--- config.mk ---
export PLATFORM = sky130hd
export DESIGN_NAME = data_mem_ctrl
export DESIGN_NICKNAME = d
export VERILOG_FILES = /design/src/rtl/mem_defs.sv /design/src/rtl/mem_timeout_cnt.sv /design/src/rtl/data_mem_ctrl.sv
export SDC_FILE = /design/constraint.sdc
export NUM_CORES = 1
export LEC_CHECK = 0
export CAP_MARGIN = 40
export CORE_UTILIZATION = 39
export DETAILED_ROUTE_END_ITERATION = 6
export PLACE_DENSITY = 0.8
export SETUP_SLACK_MARGIN = 0.1
export SLEW_MARGIN = 20
export SYNTH_ARGS = -nofsm -noshare
export SYNTH_HDL_FRONTEND = slang
export SYNTH_HIERARCHICAL = 1
export SYNTH_SLANG_ARGS = --single-unit
--- constraint.sdc ---
create_clock -name clk -period 2.6 [get_ports clk]
set_input_delay 0.39 -clock clk [delete_from_list [all_inputs] [get_ports clk]]
set_output_delay 0.39 -clock clk [all_outputs]
set_load 0.05 [all_outputs]
--- src/rtl/mem_defs.sv ---
// ---------------------------------------------------------------------------
// Module   : mem_defs (package)
// Brief    : Shared FSM encoding and defaults for the MEM-stage data-memory
//            controller.
// Revision : 1.0
// ---------------------------------------------------------------------------
`default_nettype none

package mem_defs;

  localparam logic [1:0] S_IDLE = 2'd0;
  localparam logic [1:0] S_BUS  = 2'd1;
  localparam logic [1:0] S_DONE = 2'd2;

  localparam logic [3:0] FORBID_NIB_DEF = 4'h4;
  localparam int         TIMEOUT_DEF    = 16;

endpackage

`default_nettype wire

--- src/rtl/mem_timeout_cnt.sv ---
// ---------------------------------------------------------------------------
// Module   : mem_timeout_cnt
// Brief    : Bus-wait counter with clear/enable; flags terminal count at
//            TIMEOUT-1.
// Revision : 1.0
// ---------------------------------------------------------------------------
`default_nettype none

module mem_timeout_cnt
  import mem_defs::*;
#(
  parameter int TIMEOUT = TIMEOUT_DEF
) (
  input  logic clk_i,
  input  logic rst_ni,
  input  logic clr_i,
  input  logic en_i,
  output logic tc_o
);

  localparam int                 CNT_W  = (TIMEOUT > 2) ? $clog2(TIMEOUT) : 1;
  localparam logic [CNT_W-1:0]   TC_VAL = CNT_W'(TIMEOUT - 1);

  logic [CNT_W-1:0] cnt_q;

  always_ff @(posedge clk_i or negedge rst_ni) begin
    if (!rst_ni) begin
      cnt_q <= '0;
    end else if (clr_i) begin
      cnt_q <= '0;
    end else if (en_i) begin
      cnt_q <= cnt_q + 1'b1;
    end
  end

  assign tc_o = (cnt_q == TC_VAL);

endmodule

`default_nettype wire

--- src/rtl/data_mem_ctrl.sv ---
// ---------------------------------------------------------------------------
// Module   : data_mem_ctrl
// Brief    : MEM-stage req/ack bus master; stalls the pipeline while a data
//            transaction is in flight and blocks the forbidden region.
// Revision : 1.0
// ---------------------------------------------------------------------------
`default_nettype none

module data_mem_ctrl
  import mem_defs::*;
#(
  parameter int         ADDR_W     = 6,
  parameter int         TIMEOUT    = TIMEOUT_DEF,
  parameter logic [3:0] FORBID_NIB = FORBID_NIB_DEF
) (
  input  logic              clk,
  input  logic              reset,
  input  logic              MemRead_mem,
  input  logic              MemWrite_mem,
  input  logic [31:0]       Addr_mem,
  input  logic [31:0]       MemWriteData_mem,
  output logic [31:0]       MemDout_mem,
  output logic              MemStall,
  output logic              AccessErr,
  output logic              BusErr,
  output logic              bus_req,
  output logic              bus_we,
  output logic [ADDR_W-1:0] bus_addr,
  output logic [31:0]       bus_wdata,
  input  logic              bus_ack,
  input  logic [31:0]       bus_rdata
);

  logic [1:0]        state_q;
  logic              bus_req_q;
  logic              bus_we_q;
  logic [ADDR_W-1:0] bus_addr_q;
  logic [31:0]       bus_wdata_q;
  logic [31:0]       dout_q;
  logic              access_err_q;
  logic              bus_err_q;

  logic req;
  logic forbid;
  logic in_idle;
  logic in_bus;
  logic start;
  logic blocked;
  logic tc;
  logic cnt_en;
  logic unused_addr;

  assign req     = MemRead_mem | MemWrite_mem;
  assign forbid  = (Addr_mem[31:28] == FORBID_NIB);
  assign in_idle = (state_q == S_IDLE);
  assign in_bus  = (state_q == S_BUS);
  assign start   = in_idle & req & ~forbid;
  assign blocked = in_idle & req & forbid;
  assign cnt_en  = in_bus & ~bus_ack & ~tc;

  // Only the word-address slice and the region nibble are decoded.
  assign unused_addr = ^Addr_mem;

  mem_timeout_cnt #(
    .TIMEOUT (TIMEOUT)
  ) u_timeout_cnt (
    .clk_i  (clk),
    .rst_ni (reset),
    .clr_i  (start),
    .en_i   (cnt_en),
    .tc_o   (tc)
  );

  always_ff @(posedge clk or negedge reset) begin
    if (!reset) begin
      state_q      <= S_IDLE;
      bus_req_q    <= 1'b0;
      bus_we_q     <= 1'b0;
      bus_addr_q   <= '0;
      bus_wdata_q  <= '0;
      dout_q       <= '0;
      access_err_q <= 1'b0;
      bus_err_q    <= 1'b0;
    end else begin
      case (state_q)
        S_IDLE: begin
          if (start) begin
            bus_req_q   <= 1'b1;
            bus_we_q    <= MemWrite_mem;
            bus_addr_q  <= Addr_mem[ADDR_W+1:2];
            bus_wdata_q <= MemWriteData_mem;
            state_q     <= S_BUS;
          end else if (blocked) begin
            access_err_q <= 1'b1;
            dout_q       <= '0;
          end
        end
        S_BUS: begin
          if (bus_ack) begin
            if (!bus_we_q) begin
              dout_q <= bus_rdata;
            end
            bus_req_q <= 1'b0;
            state_q   <= S_DONE;
          end else if (tc) begin
            bus_req_q <= 1'b0;
            dout_q    <= '0;
            bus_err_q <= 1'b1;
            state_q   <= S_DONE;
          end
        end
        S_DONE: begin
          state_q <= S_IDLE;
        end
        default: begin
          state_q   <= S_IDLE;
          bus_req_q <= 1'b0;
        end
      endcase
    end
  end

  // A blocked access must hand zero to MEM/WB in the same cycle it retires.
  assign MemDout_mem = blocked ? 32'd0 : dout_q;
  assign MemStall    = reset & (start | in_bus);
  assign AccessErr   = access_err_q;
  assign BusErr      = bus_err_q;
  assign bus_req     = bus_req_q;
  assign bus_we      = bus_we_q;
  assign bus_addr    = bus_addr_q;
  assign bus_wdata   = bus_wdata_q;

endmodule

`default_nettype wire

==> impl_metrics.yaml, run 1 <==
grt:
  antenna_found_initial: 1
  overflow: 0
  grt_pass1_vias: 2748
  grt_usage_pct: 20.91
  grt_pass1_wl_mm: 13.91
  grt_max_degree: 51
floorplanning:
  io_pins: 176
  die_width_um: 93.86
  rows: 33
  coreArea_mm2: 0.008175
  die_y_um: 93.86
  start_util_pct: 40.25
  dieArea_mm2: 0.008809
critical_path:
  r2r_setup_slack_ns: 0.53
  setup.worst_path.start_class: "flop"
  critical_path_required_ns: 2.21
  arrival_ns: 2.05
  path_class: "reg2out"
  critPathCaptureType: "output port"
  cp_max_fo: 7
clock_tree:
  cts_max_level: 3
  cts-buffers-inserted: 9
  cts.sinks: 80
  clk_path_buf_depth: 2
  cts_tree: "built"
  clock_latency_ns: 0.33
  cts_root_buffer: "clkbuf_8"
  hold_buffers: 0
  clk_pin_slew_ns: 0.08
yosys:
  seq_area_frac_synth_pct: 60.84
  synth_compound_area_share_pct: 11.37
  synth_xor_xnor_area_share_pct: 0.2662
  synthSimpleGateAreaFrac_pct: 10.23
  synth_top_cell_area_share_pct: 60.84
  synth_cell_types: 29
  synth_area_leaders: "dfrtp_1, mux2_2, a32o_1, and2_1, clkbuf_1"
  synth_enable_flop_cells: 0
  synth_cells: 231
  synth_mux_area_share_pct: 14.11
  synth_nets: 333
  syn_area_mm2: 0.003291
  synth_top_flop_cell: "dfrtp_1"
  async_flop_share_pct: 100.0
  syn_avg_cell_area_um2: 14.25
  ys_ff_latch: 80
  synth_fa_ha_area_share_pct: 0.3802
  yosysTopAreaCell: "dfrtp_1"
  synth_top_family_by_area: "multiplexers"
  ys.warnings.count: 6
final_layout:
  nets: 499
  final_cell_mix: "clkdlybuf4s50_1, dfrtp_1, mux2_2, a32o_1, buf_6"
  utilization_pct: 66.16
  fillers: 599
  drive_above_1_share_pct: 32.75
  layout_commonest_cell: "clkdlybuf4s50_1"
  area_delta_synth_final_pct: 64.37
timing:
  rsz0062_at_grt: "no"
  worst_pin_slew_ns: 0.6808
  setup_ws_ns: 0.1567
  post-route-period-util_pct: 93.97
  finalHoldViolCount: 0
  drv_slew: 0
  maxSlewHeadroom_pct: 54.61
  setup_tns_ns: 0
  setup_viol: 0
  skew_ns: 0.009745
  clock.fmax_mhz: 409.3
  min_period_ns: 2.443
place:
  hpwl_mm: 5.927
  pre_cts_ws_ns: -0.2288
  io_buffers: 153
  gp_congestion: 0.7304
routing:
  met2WireLength_mm: 4.250
  vias: 2596
  drt_pass1_iterations: 4
  viasPerCell: 5.130
  routed_wl_mm: 8.797
  wl_met1_mm: 3.322
  drtIter0Drc: 71
  ant_nets: 0
  drcViolationCount: 0
  route.met3.wl_mm: 1.151
  wire_per_inst_um: 17.39
  top_layer_used: "met4"
job:
  maxCapViolations: 0
power:
  p_clk_share_pct: 12.9
  p_int_mw: 4.124
  power.leakage_nw: 2.359
  seq_power_share_pct: 28.0
  finalPower_mw: 7.490
  peakVddDrop_uv: 853.1
  p_sw_share_pct: 44.95
  switchingPower_mw: 3.367
  p_per_area_mw_per_mm2: 1385
  combinationalPowerShare_pct: 59.1
worst_hold_path:
  hp-class: "in2async"
status:
  status: "completed"
## cell usage after synthesis, types with 2 or more instances
cell,instances
dfrtp_1,80
buf_2,5
clkbuf_1,9
nor2_1,7
a21o_1,2
and2_1,32
a32o_1,32
buf_6,3
nand2b_1,2
mux2_2,39
nor2b_1,2
## final cells by class
class | count | area (um2) | share of cell area, %
flip-flops and latches | 80 | 2003 | 37.03
repair buffers | 172 | 1812 | 33.50
multi-input cells | 134 | 1251 | 23.13
clock buffers | 11 | 141.4 | 2.614
well taps | 105 | 131.4 | 2.429
clock inverters | 3 | 67.56 | 1.249
diodes | 1 | 2.502 | 0.04626
## per-layer routing
layer	global-route usage, %	up-vias
met4	7.692	0
met3	9.628	6
met2	34.00	139
met5	0	-
li1	-	1188
met1	24.08	1263
## critical path, cell delays in order, from the launching register on
cell,delay [ns]
dfrtp_2,0.46
or4b_4,0.64
buf_12,0.18
buf_16,0.13
and2_1,0.16
buf_6,0.15
## worst paths after layout
path,start,to,cells past startpoint
max,state_q[1],MemDout_mem[19],5
min,reset,AccessErr,2
max reg2reg,u_timeout_cnt/cnt_q[0],dout_q[12],6
min reg2reg,BusErr,BusErr,1
max in group asynchronous,reset,state_q[1],3
min in group clk,MemWrite_mem,bus_we,3
## repair_timing
| action | CTS | global route |
|---|---|---|
| pin swaps | 2 | 2 |
| endpoints found under the setup margin | 32 | 32 |
| resized for setup | 49 | 13 |
| cloned | 3 | 0 |
| buffers inserted | 1 | 0 |
## state kept, by name, summed over array words and instances, names as in the netlist
signal	flops
bus_wdata	32
dout_q	32
bus_addr	6
u_timeout_cnt/cnt_q	4
state_q	2
AccessErr	1
BusErr	1
bus_req	1
bus_we	1
## cells by family (layout without fill, tap and decap cells)
family / count (synthesis) / in the layout
XOR/XNOR: 1 / 1
flip-flops: 80 / 80
adder cells (fa/ha/maj): 1 / 1
other: 0 / 1
AO/OA/AOI/OAI: 39 / 39
multiplexers: 41 / 41
buffers and inverters: 17 / 186
AND/OR/NAND/NOR: 52 / 52
## through the flow
step | hold slack (ns) | std cells | area (um2)
4_1_cts | 0.09977 | 505 | 5406
2_1_floorplan | 0.09441 | 231 | 3291
3_3_place_gp | 0.4441 | 485 | 4912
3_5_place_dp | 0.4503 | 487 | 4951
5_1_grt | 0.1200 | 506 | 5409
6_report | 0.09890 | 506 | 5409
## power by group through the flow
| stage | Clock (mW) | Combinational [mW] | Sequential [mW] |
|---|---|---|---|
| 4_1_cts | 1.00 | 4.43 | 2.10 |
| 5_1_grt | 1.05 | 4.61 | 2.17 |
| 2_1_floorplan | 0 | 1.68 | 3.20 |
| 6_report | 0.970 | 4.42 | 2.10 |
| 3_3_place_gp | 0 | 4.14 | 2.07 |
| 3_5_place_dp | 0 | 4.21 | 2.11 |
No activity file was read; power rests on OpenSTA's default activity.
==> inputs of run 2 (changes only) <==
Settings changed: ABC_CLOCK_PERIOD_IN_PS set to 2600.
==> results of run 2 <==
Final layout, timing and power as in run 1 (identical DEF).
